### src/rtl/jt12_wr_sched_if.sv
// CPU-side bus of the jt12 write scheduler.
// Handshake: cpu_wr is a one-cycle write strobe with no ready. Every write is
// taken on the clock it is presented; a data write that finds the FIFO full is
// dropped and raises the sticky ovf flag. busy tells the host that queued or
// in-flight writes have not yet reached the register bank.
interface jt12_wr_sched_if;
    logic       cpu_wr;
    logic [1:0] cpu_addr;
    logic [7:0] cpu_din;
    logic       busy;
    logic       ovf;

    modport master (output cpu_wr, cpu_addr, cpu_din, input busy, ovf);
    modport slave  (input cpu_wr, cpu_addr, cpu_din, output busy, ovf);
endinterface

### src/rtl/jt12_wr_sched.sv
// Host write scheduler for the jt12 register bank: queues CPU writes, decodes
// each into a single update strobe and holds it for one full slot rotation.
module jt12_wr_sched #(
    parameter int num_ch  = 6,
    parameter int FIFO_DW = 2
) (
    input  logic       clk,
    input  logic       rst_n,
    input  logic       clk_en,
    jt12_wr_sched_if.slave bus,
    output logic [7:0] din,
    output logic [2:0] ch,
    output logic [1:0] op,
    output logic [5:0] latch_fnum,
    output logic       up_keyon,
    output logic       up_alg,
    output logic       up_fnumlo,
    output logic       up_pms,
    output logic       up_dt1,
    output logic       up_tl,
    output logic       up_ks_ar,
    output logic       up_amen_dr,
    output logic       up_sr,
    output logic       up_sl_rr,
    output logic       up_ssgeg,
    output logic [1:0] state_dbg
);
    typedef enum logic [1:0] {IDLE = 2'd0, DEC = 2'd1, HOLD = 2'd2} state_t;

    localparam int               DEPTH     = 1 << FIFO_DW;
    localparam logic [FIFO_DW:0] DEPTH_C   = (FIFO_DW + 1)'(DEPTH);
    localparam logic [4:0]       HOLD_LAST = 5'(4 * num_ch - 1);
    localparam bit               THREE_CH  = (num_ch == 3);

    // One-hot strobe positions: bit0 keyon, 1 alg, 2 fnumlo, 3 pms, 4..10 are
    // the operator registers 0x30..0x90 in address order.
    localparam logic [10:0] S_KEYON  = 11'h001;
    localparam logic [10:0] S_ALG    = 11'h002;
    localparam logic [10:0] S_FNUMLO = 11'h004;
    localparam logic [10:0] S_PMS    = 11'h008;

    state_t              state, state_nx;
    logic [1:0]          rst_sync;
    logic                rst_i;
    logic [8:0]          addr_q;
    logic [16:0]         mem [DEPTH];
    logic [FIFO_DW-1:0]  wr_ptr, rd_ptr;
    logic [FIFO_DW:0]    cnt;
    logic                full, empty, data_wr, push, pop;
    logic                ovf_q;
    logic [16:0]         entry_q;
    logic [4:0]          hcnt;
    logic [10:0]         sel_q, stb;
    logic [10:0]         dec_sel;
    logic [2:0]          dec_ch;
    logic [1:0]          dec_op;
    logic                dec_latch;
    logic [7:0]          e_a, e_d;
    logic                e_part;

    // Reset: asserts asynchronously, releases two clocks after rst_n rises.
    always_ff @(posedge clk or negedge rst_n) begin
        if (!rst_n) rst_sync <= 2'b00;
        else        rst_sync <= {rst_sync[0], 1'b1};
    end
    assign rst_i = rst_sync[1];

    assign full    = (cnt == DEPTH_C);
    assign empty   = (cnt == '0);
    assign data_wr = bus.cpu_wr & bus.cpu_addr[0];
    assign push    = data_wr & ~full;
    assign pop     = (state == IDLE) & ~empty;

    // Address latch: part bit plus register address from address writes.
    always_ff @(posedge clk or negedge rst_i) begin
        if (!rst_i)                               addr_q <= '0;
        else if (bus.cpu_wr && !bus.cpu_addr[0])  addr_q <= {bus.cpu_addr[1], bus.cpu_din};
    end

    // FIFO storage; contents are don't-care until written.
    always_ff @(posedge clk) begin
        if (push) mem[wr_ptr] <= {addr_q, bus.cpu_din};
    end

    // FIFO pointers, occupancy, overflow flag and popped entry.
    always_ff @(posedge clk or negedge rst_i) begin
        if (!rst_i) begin
            wr_ptr  <= '0;
            rd_ptr  <= '0;
            cnt     <= '0;
            ovf_q   <= 1'b0;
            entry_q <= '0;
        end else begin
            if (push) wr_ptr <= wr_ptr + 1'b1;
            if (pop) begin
                rd_ptr  <= rd_ptr + 1'b1;
                entry_q <= mem[rd_ptr];
            end
            case ({push, pop})
                2'b10:   cnt <= cnt + 1'b1;
                2'b01:   cnt <= cnt - 1'b1;
                default: cnt <= cnt;
            endcase
            if (data_wr && full) ovf_q <= 1'b1;
        end
    end

    assign e_part = entry_q[16];
    assign e_a    = entry_q[15:8];
    assign e_d    = entry_q[7:0];

    // Decode the popped entry into a strobe selection and its ch/op target.
    // Channel registers carry no operator, so op is left at 0 for them.
    always_comb begin
        dec_sel   = '0;
        dec_ch    = {e_part, e_a[1:0]};
        dec_op    = 2'b00;
        dec_latch = 1'b0;
        if (!(e_part && THREE_CH)) begin
            if (e_a == 8'h28) begin
                if (!e_part) begin
                    dec_sel = S_KEYON;
                    dec_ch  = 3'd0;
                end
            end else if (e_a[7:4] >= 4'h3 && e_a[7:4] <= 4'h9) begin
                if (e_a[1:0] != 2'd3) begin
                    dec_sel = 11'd1 << (e_a[7:4] + 4'd1);
                    dec_op  = e_a[3:2];
                end
            end else if ((e_a[7:4] == 4'hA || e_a[7:4] == 4'hB) && !e_a[3] && e_a[1:0] != 2'd3) begin
                case ({e_a[4], e_a[2]})
                    2'b00:   dec_sel   = S_FNUMLO;
                    2'b01:   dec_latch = 1'b1;
                    2'b10:   dec_sel   = S_ALG;
                    default: dec_sel   = S_PMS;
                endcase
            end
        end
    end

    // FSM state register.
    always_ff @(posedge clk or negedge rst_i) begin
        if (!rst_i) state <= IDLE;
        else        state <= state_nx;
    end

    // FSM next state.
    always_comb begin
        state_nx = state;
        case (state)
            IDLE:    if (!empty) state_nx = DEC;
            DEC:     state_nx = (|dec_sel) ? HOLD : IDLE;
            HOLD:    if (clk_en && hcnt == HOLD_LAST) state_nx = IDLE;
            default: state_nx = IDLE;
        endcase
    end

    // Bank-side data registers and hold counter; din/ch/op change only in DEC.
    always_ff @(posedge clk or negedge rst_i) begin
        if (!rst_i) begin
            din        <= '0;
            ch         <= '0;
            op         <= '0;
            latch_fnum <= '0;
            sel_q      <= '0;
            hcnt       <= '0;
        end else if (state == DEC) begin
            if (|dec_sel) begin
                sel_q <= dec_sel;
                din   <= e_d;
                ch    <= dec_ch;
                op    <= dec_op;
                hcnt  <= '0;
            end
            if (dec_latch) latch_fnum <= e_d[5:0];
        end else if (state == HOLD && clk_en) begin
            hcnt <= hcnt + 1'b1;
        end
    end

    // FSM outputs: the selected strobe is high exactly while in HOLD.
    always_comb begin
        stb = (state == HOLD) ? sel_q : 11'd0;
    end

    assign up_keyon   = stb[0];
    assign up_alg     = stb[1];
    assign up_fnumlo  = stb[2];
    assign up_pms     = stb[3];
    assign up_dt1     = stb[4];
    assign up_tl      = stb[5];
    assign up_ks_ar   = stb[6];
    assign up_amen_dr = stb[7];
    assign up_sr      = stb[8];
    assign up_sl_rr   = stb[9];
    assign up_ssgeg   = stb[10];
    assign bus.busy   = ~empty | (state != IDLE);
    assign bus.ovf    = ovf_q;
    assign state_dbg  = state;
endmodule

### src/flat_wrapper.sv
// flat-port wrapper written by rule: the top's interface ports become plain ports
module jt12_wr_sched_flat 
#(
    parameter int num_ch  = 6,
    parameter int FIFO_DW = 2
)
  (clk, rst_n, clk_en, din, ch, op, latch_fnum, up_keyon, up_alg, up_fnumlo, up_pms, up_dt1, up_tl, up_ks_ar, up_amen_dr, up_sr, up_sl_rr, up_ssgeg, state_dbg, bus_cpu_wr, bus_cpu_addr, bus_cpu_din, bus_busy, bus_ovf);
  jt12_wr_sched_if bus_i ();
  input  logic clk;
  input  logic rst_n;
  input  logic clk_en;
  output logic [7:0] din;
  output logic [2:0] ch;
  output logic [1:0] op;
  output logic [5:0] latch_fnum;
  output logic up_keyon;
  output logic up_alg;
  output logic up_fnumlo;
  output logic up_pms;
  output logic up_dt1;
  output logic up_tl;
  output logic up_ks_ar;
  output logic up_amen_dr;
  output logic up_sr;
  output logic up_sl_rr;
  output logic up_ssgeg;
  output logic [1:0] state_dbg;
  input wire logic [$bits(bus_i.cpu_wr)-1:0] bus_cpu_wr;
  input wire logic [$bits(bus_i.cpu_addr)-1:0] bus_cpu_addr;
  input wire logic [$bits(bus_i.cpu_din)-1:0] bus_cpu_din;
  output wire logic [$bits(bus_i.busy)-1:0] bus_busy;
  output wire logic [$bits(bus_i.ovf)-1:0] bus_ovf;
  assign bus_i.cpu_wr = bus_cpu_wr;
  assign bus_i.cpu_addr = bus_cpu_addr;
  assign bus_i.cpu_din = bus_cpu_din;
  assign bus_busy = bus_i.busy;
  assign bus_ovf = bus_i.ovf;
  jt12_wr_sched #(.num_ch(num_ch), .FIFO_DW(FIFO_DW)) u_core (.clk(clk), .rst_n(rst_n), .clk_en(clk_en), .bus(bus_i), .din(din), .ch(ch), .op(op), .latch_fnum(latch_fnum), .up_keyon(up_keyon), .up_alg(up_alg), .up_fnumlo(up_fnumlo), .up_pms(up_pms), .up_dt1(up_dt1), .up_tl(up_tl), .up_ks_ar(up_ks_ar), .up_amen_dr(up_amen_dr), .up_sr(up_sr), .up_sl_rr(up_sl_rr), .up_ssgeg(up_ssgeg), .state_dbg(state_dbg));
endmodule
### config.mk
export PLATFORM = sky130hd
export DESIGN_NAME = jt12_wr_sched_flat
export DESIGN_NICKNAME = d
export VERILOG_FILES = /design/src/rtl/jt12_wr_sched_if.sv /design/src/rtl/jt12_wr_sched.sv /design/src/flat_wrapper.sv
export SDC_FILE = /design/constraint.sdc
export NUM_CORES = 1
export LEC_CHECK = 0
export BUFFER_PORTS_ARGS = -buffer_cell sky130_fd_sc_hd__buf_2
export CORE_MARGIN = 2
export CORE_UTILIZATION = 40
export CTS_CLUSTER_DIAMETER = 40
export CTS_CLUSTER_SIZE = 30
export DETAILED_ROUTE_END_ITERATION = 8
export SYNTH_ARGS = -nofsm -noshare
export SYNTH_HDL_FRONTEND = slang
export SYNTH_SLANG_ARGS = --single-unit
### constraint.sdc
create_clock -name clk -period 2 [get_ports clk]
set_input_delay 0.3 -clock clk [delete_from_list [all_inputs] [get_ports clk]]
set_output_delay 0.3 -clock clk [all_outputs]
set_load 0.005 [all_outputs]
==> summary.txt, run 1 <==
Critical path
  • Worst EP arrival: ~2200 ps
  • Data required, critical path: 2330 ps
  • Largest stage delay, worst path: ~420 ps
  • Crit path kind: reg -> reg
  • Crit-path cells: nor2_2 > nand2b_1 > inv_1 > ha_1 > inv_1 > fa_1 > xor2_1 > nor2_1 > xor2_1
  • R2R cell count: 9
  • Slowest cell on crit path: dfrtp_1
  • Critical path buffers and inverters: 2
  • Crit path max-delay family: adder cells
  • Crit end category: register
  • Worst setup SP type: register
  • Critical path depth: 9
  • Critical path peak fanout: 6

Routing
  • DRC: 0
  • Wire per inst: 17.1 um
  • DRT antenna net count: 0
  • DR pass1 iterations: 4
  • Total number of vias: 3,409
  • 1st-iter DRT viols: between 200 and 250
  • Number of vias per cell: 5.14
  • WL final: 11.3 mm

Placement
  • GPL Wtd Cong: 0.852
  • Placed Instance Area: 6290 um^2
  • DP Cell Count: 628
  • DP Worst Slack: roughly 160 ps
  • DPL Wire Length: 7.59 mm
  • PortBufs: 47

Yosys
  • Area share of the largest cell type after synthesis: 35.6%
  • Register bit count reported by yosys: 141
  • Synth Area per Inst: 14.4 um^2
  • Commonest cells in the netlist: 73 x dfrtp_1, 68 x edfxtp_1, 52 x nand2_1, 33 x o21ai_0, 21 x inv_1
  • Ys flop type: dfrtp_1
  • Share of flip-flops with an asynchronous set or reset: 51.8%
  • Syn Inst Count: between 300 and 400
  • Synth Net Count: 419
  • Post-synthesis sequential area ratio: 67.4%
  • YS warnings: 0
  • Area contributors post-synth: edfxtp_1 36%, dfrtp_1 32%, mux4_2 6.7%
  • Post-synth top area cell: edfxtp_1
  • Yosys cell types: 44
  • Mapped Area: 5740 um^2
  • Cell with the most instances after synthesis: dfrtp_1
  • EDFF count, synth: 68

Pwr
  • Pwr dens: 1540 nW/um^2
  • P_sw: about 3400 uW
  • Combinational share of power: 29.5%
  • Sw Share: 32.0%
  • Leakage: 0.00283 uW
  • Seq pwr share: between 40 and 50%
  • Pint: around 7300 uW
  • Peak supply drop: 0.691 mV
  • Total power: about 11,000 uW
  • Part of the power in the clock network: a little under a third

Min path
  • Worst Hold Class: reg -> async

Die
  • Cell Rows: 43
  • Initial cell density of the core: 41.2%
  • Io pins: 48
  • Core ar.: ~14,000 um^2
  • Die width: 124 um
  • Die Y-Extent: 124 um
  • Full die area: 15,300 um^2

Clock tree
  • CTS tree: yes
  • CTS Buf Count: 17
  • Root buffer cell: clkbuf_16
  • Clock sinks: 141
  • Reg clk slew, reported paths: 60 ps
  • Clk_lat worst skew: 420 ps
  • Deepest clock path buffer count: 2
  • H-Tree Depth: 4

Final layout
  • Cell area after layout: a little under 7000 um^2
  • Final non-filler cell total: around 660
  • Area occupied by multi-input gates: 1710 um^2
  • Fillcell total: 1,180
  • FF/Latch Area: roughly 3900 um^2
  • Synth-to-Final Area Change: 20.8%
  • Fin nets: just under 500
  • N_diodes: 0
  • Layout cell share with drive strength beyond 1: about 29%
  • Post-layout util: 49.7%

Timing
  • Final worst setup slack: 150 ps
  • Hold Vio Cnt, Final: 0
  • # setup viols final: 0
  • Clock skew: 7.37 ps
  • Fmax: about 540 MHz
  • Final Max Slew Viols: 0
  • Final period util: 92.5%
  • Final min period: around 1800 ps

Global route
  • Global-route wire length before repair: around 18 mm
  • Number of global-route vias before repair: 3,484
  • Largest net degree at the start of global routing: 32
  • Total gr overflow: 0
  • Initial antenna violation count: 0
  • Tot GR Track Use: 16.3%

Run status
  • Outcome: finished clean

Job
  • Max_cap viols: 0
-- metrics by stage --
stage / setup TNS, ps / hold WS, ps
floorplan: 0 / 4.41
global placement: 0 / 65.9
detailed placement: 0 / 65.8
CTS: 0 / 71.7
global route: -16.6 / 81.1
finish: 0 / 68.1
-- final timing paths --
| kind | from | to | slack (ps) |
|---|---|---|---|
| worst max-delay path | u_core.state_dbg[0] | u_core.cnt[2] | 150 |
| worst min-delay path | u_core.rst_sync[1] | u_core.din[2] | 70 |
| worst max register to register | u_core.state_dbg[0] | u_core.cnt[2] | 150 |
| worst min register to register | u_core.rst_sync[1] | u_core.din[2] | 70 |
| max in group asynchronous | u_core.rst_sync[1] | u_core.hcnt[4] | 1350 |
| min in group clk | bus_cpu_din[3] | u_core.mem[0][3] | 110 |
-- placed cells by master (no fill, tap or decap), types with 5 or more instances in the layout --
master      count
dfrtp_1        72
edfxtp_1       68
nand2_1        52
buf_2          47
o21ai_0        33
inv_1          20
buf_4          19
mux4_2         17
clkbuf_16      17
and2_1         15
mux2_2         15
nand3_1         8
o32ai_1         8
xnor2_1         7
ha_1            6
clkinvlp_4      5
o22ai_1         5
-- power groups by stage --
stage	clock network (uW)	registers (uW)	logic, uW
2_1_floorplan	0	4240	2180
3_3_place_gp	0	4320	3060
3_5_place_dp	0	4360	3130
4_1_cts	3280	4320	3150
5_1_grt	3430	4420	3540
6_report	3220	4320	3150
-- cell families after synthesis --
group	share of synthesized area (%)
flops	67.4
compound gates	6.61
simple gates	9.75
fa+ha+maj	1.66
mux	10.3
xor+xnor	1.37
buf+inv	2.81
other cells	0.0654
-- what timing repair did --
item,CTS,global route
hold buffers,1,0
endpoints found under the setup margin,0,4
buffers inserted,0,1
endpoints found under the hold margin,2,0
resized for setup,0,3
-- worst reg2reg max path, cell delays in order (launching register included) --
cell      delay (ps)
dfrtp_1          420
nor2_2           160
nand2b_1          90
inv_1             60
ha_1             170
inv_1             70
fa_1             380
xor2_1           150
nor2_1           110
xor2_1           150
-- state kept, by name (all words and copies together) (netlist names) --
register and count:
u_core.rst_sync 2, u_core.wr_ptr 2, u_core.latch_fnum 6, u_core.ch 3, u_core.cnt 3, u_core.bus.ovf 1, u_core.op 2, u_core.entry_q 17
u_core.rd_ptr 2, u_core.din 8, u_core.mem 68, u_core.addr_q 9, u_core.sel_q 11, u_core.state_dbg 2, u_core.hcnt 5
-- layer usage --
layer  part of all wire, %  global-route usage [%]  routed length, um
met3                   4.0                    4.81                449
met5                     0                       0                  0
met2                    49                    25.8               5510
met1                    46                    21.4               5210
met4                   1.5                    6.18                170
-- final cells by class --
| type | instances | share of cell area [%] |
|---|---|---|
| sequential | 141 | 55.8 |
| clock inverter | 12 | 2.47 |
| multi-input combinational | 219 | 24.7 |
| inverter | 21 | 1.19 |
| tap | 180 | 3.25 |
| timing repair inverter | 1 | 0.108 |
| clock buffer | 20 | 6.30 |
| timing repair buffer | 69 | 6.17 |
Note: power is estimated with default switching activity, not from simulation.
==> run 2, diff against run 1 <==
--- a/config.mk
+++ b/config.mk
@@ -6,6 +6,7 @@
 export NUM_CORES = 1
 export LEC_CHECK = 0
 export BUFFER_PORTS_ARGS = -buffer_cell sky130_fd_sc_hd__buf_2
+export CORE_ASPECT_RATIO = 0.75
 export CORE_MARGIN = 2
 export CORE_UTILIZATION = 40
 export CTS_CLUSTER_DIAMETER = 40
==> summary.txt, run 2 (synthesis gave the netlist of run 1 again) <==
Run status
  • Outcome: finished clean

Routing
  • 1st-iter DRT viols: 211 (-8.3%)
  • WL final: 11.4 mm (+0.63%)
  • DRT antenna net count: 0 (unchanged)
  • DRC: 0 (unchanged)
  • Number of vias per cell: 5.20 (+1.2%)
  • DR pass1 iterations: 4 (unchanged)
  • Wire per inst: 17.5 um (+2.2%)
  • Total number of vias: 3,397 (-0.35%)

Final layout
  • Final non-filler cell total: 653 (-1.5%)
  • Fin nets: 486 (-1.0%)
  • Biggest regs: u_core.mem: 68 flops, u_core.entry_q: 17 flops, u_core.sel_q: 11 flops
  • Synth-to-Final Area Change: 20.5%
  • Commonest non-fill, non-tap cells in the layout: 72 x dfrtp_1, 68 x edfxtp_1, 52 x nand2_1
  • Layout cell share with drive strength beyond 1: 29.3% (+0.30 points)
  • Fillcell total: 1,211 (+2.6%)
  • Largest Register: u_core.mem
  • FF/Latch Area: 3870 um^2 (unchanged)
  • Max reg flops: 68 (unchanged)
  • N_diodes: 0 (unchanged)
  • Commonest non-fill, non-tap cell in the layout: dfrtp_1
  • Area occupied by multi-input gates: 1720 um^2 (+0.59%)

Pwr
  • Total power: 10,600 uW (-0.78%)
  • Pwr dens: 1530 nW/um^2 (-0.57%)
  • Peak supply drop: 0.770 mV (+12%)
  • Leakage: 0.00282 uW (-0.34%)

Critical path
  • Critical path buffers and inverters: 0 (-2)
  • Worst setup SP type: register
  • Crit-path cells: and2b_1 > nand3b_1 > nor4_4 > mux2_2
  • Slowest cell on crit path: nor4_4
  • Critical path depth: 4 (-5)
  • Crit path max-delay family: simple AND/OR/NAND/NOR gates
  • Largest stage delay, worst path: 500 ps (+80 ps)
  • Worst EP arrival: 2210 ps (+30 ps)
  • Crit path kind: reg -> reg
  • Crit end category: register
  • Data required, critical path: 2300 ps (-30 ps)
  • Critical path peak fanout: 6 (unchanged)
  • R2R cell count: 4 (-5)

Global route
  • Initial antenna violation count: 0 (unchanged)
  • Global-route wire length before repair: 18.4 mm (+0.23%)
  • Number of global-route vias before repair: 3,436 (-1.4%)
  • Total gr overflow: 0 (unchanged)
  • Tot GR Track Use: 16.1% (-0.25 points)
  • Largest net degree at the start of global routing: 32 (unchanged)

Clock tree
  • Reg clk slew, reported paths: 70 ps (about the same)
  • Clock sinks: 141 (unchanged)
  • Setup Buffers After CTS: 0 (unchanged)
  • Clk_lat worst skew: 420 ps (about the same)
  • CTS tree: yes
  • CTS Buf Count: 17 (unchanged)
  • Deepest clock path buffer count: 2 (unchanged)
  • Root buffer cell: clkbuf_16
  • H-Tree Depth: 4 (unchanged)

Job
  • Max_cap viols: 0 (unchanged)

Die
  • Cell Rows: 37 (-14%)
  • Die Y-Extent: 108 um (-13%)
  • Full die area: 15,300 um^2 (about the same)
  • Initial cell density of the core: 41.3% (+0.14 points)
  • Core ar.: 13,900 um^2 (-0.33%)
  • Die width: 142 um (+15%)
  • Io pins: 48 (unchanged)

Min path
  • Worst Hold Depth: 1
  • Worst Hold Class: in -> reg

Timing
  • Slew HR: a little over half
  • RSZ-0062 raised after global routing: yes
  • Final Max Slew Viols: 0 (unchanged)
  • # setup viols final: 0 (unchanged)
  • Worst slew pin tran: 683 ps
  • Final worst setup slack: 93.2 ps (-56.9 ps)
  • Clock skew: 10.1 ps (+2.74 ps)
  • Final period util: 95.3% (+2.8 points)
  • Fmax: 524 MHz (-3.0%)
  • Final min period: 1910 ps (+56.9 ps)
  • Hold Vio Cnt, Final: 0 (unchanged)

Placement
  • GPL Wtd Cong: 0.799 (-6.2%)
  • PortBufs: 47 (unchanged)
  • DPL Wire Length: 7.55 mm (-0.51%)
  • DP Cell Count: 619 (-1.4%)
  • DP Worst Slack: 104 ps (-55.2 ps)
==> run 2: changes by cell type in the layout (fill, tap and decap cells not counted), sizes merged <==
cell	delta
buf	-5
bufinv	-3
clkbuf	-3
clkinv	-1
clkinvlp	-2
inv	+9
==> run 2: area by class of cell <==
type                            instances  share of cell area (%)
Inverter                               21                    1.19
Sequential cell                       141                    56.0
Clock inverter                         15                    2.73
Timing Repair Buffer                   64                    5.82
Tap cell                              175                    3.17
Timing Repair inverter                  1                   0.109
Multi-Input combinational cell        219                    24.9
Clock buffer                           17                    6.15
==> run 2: path summary, 6_finish.rpt <==
kind	from	to	slack [ps]
worst min-delay path	bus_cpu_din[2]	u_core.mem[1][2]	100
max in group asynchronous	u_core.rst_sync[1]	u_core.latch_fnum[2]	1100
min in group asynchronous	rst_n	u_core.rst_sync[1]	190
worst min register to register	u_core.rst_sync[1]	u_core.hcnt[4]	310
worst max register to register	u_core.state_dbg[1]	u_core.latch_fnum[1]	90
worst max-delay path	u_core.state_dbg[1]	u_core.latch_fnum[1]	90
==> run 2: per-stage QoR <==
step / hold slack [ps] / TNS, ps / utilization, % / area [um^2]
6_report: 98.1 / 0 / 49.8 / 6920
5_1_grt: 95.8 / -4.50 / 49.8 / 6920
4_1_cts: 84.9 / 0 / 49.6 / 6890
3_5_place_dp: 86.3 / 0 / 45.1 / 6270
3_3_place_gp: 84.7 / 0 / 45.1 / 6270
2_1_floorplan: 4.41 / 0 / - / 5740
==> run 2: repair_timing <==
action | in CTS | in global routing
setup endpoints to repair | 0 | 8
endpoints found under the hold margin | 2 | 0
hold buffers | 1 | 0
resized for setup | 0 | 5
==> run 2: power by group <==
group          switching (uW)  internal, uW  total [uW]
registers                 533          3810        4340
logic                    1750          1330        3080
clock network            1390          1800        3190
total                    3670          6930       10600
==> run 2: worst register-to-register path, stage by stage (launching register included) <==
cell and delay [ps]:
dfrtp_1 420, and2b_1 290, nand3b_1 190, nor4_4 500, mux2_2 390
==> run 2: per-layer routing <==
layer | track usage [%] | share of wire (%) | vias to the layer above
li1 | - | - | 1598
met5 | 0 | 0 | -
met1 | 22.9 | 49 | 1699
met4 | 5.87 | 1.1 | 0
met3 | 4.85 | 5.0 | 14
met2 | 23.4 | 45 | 86
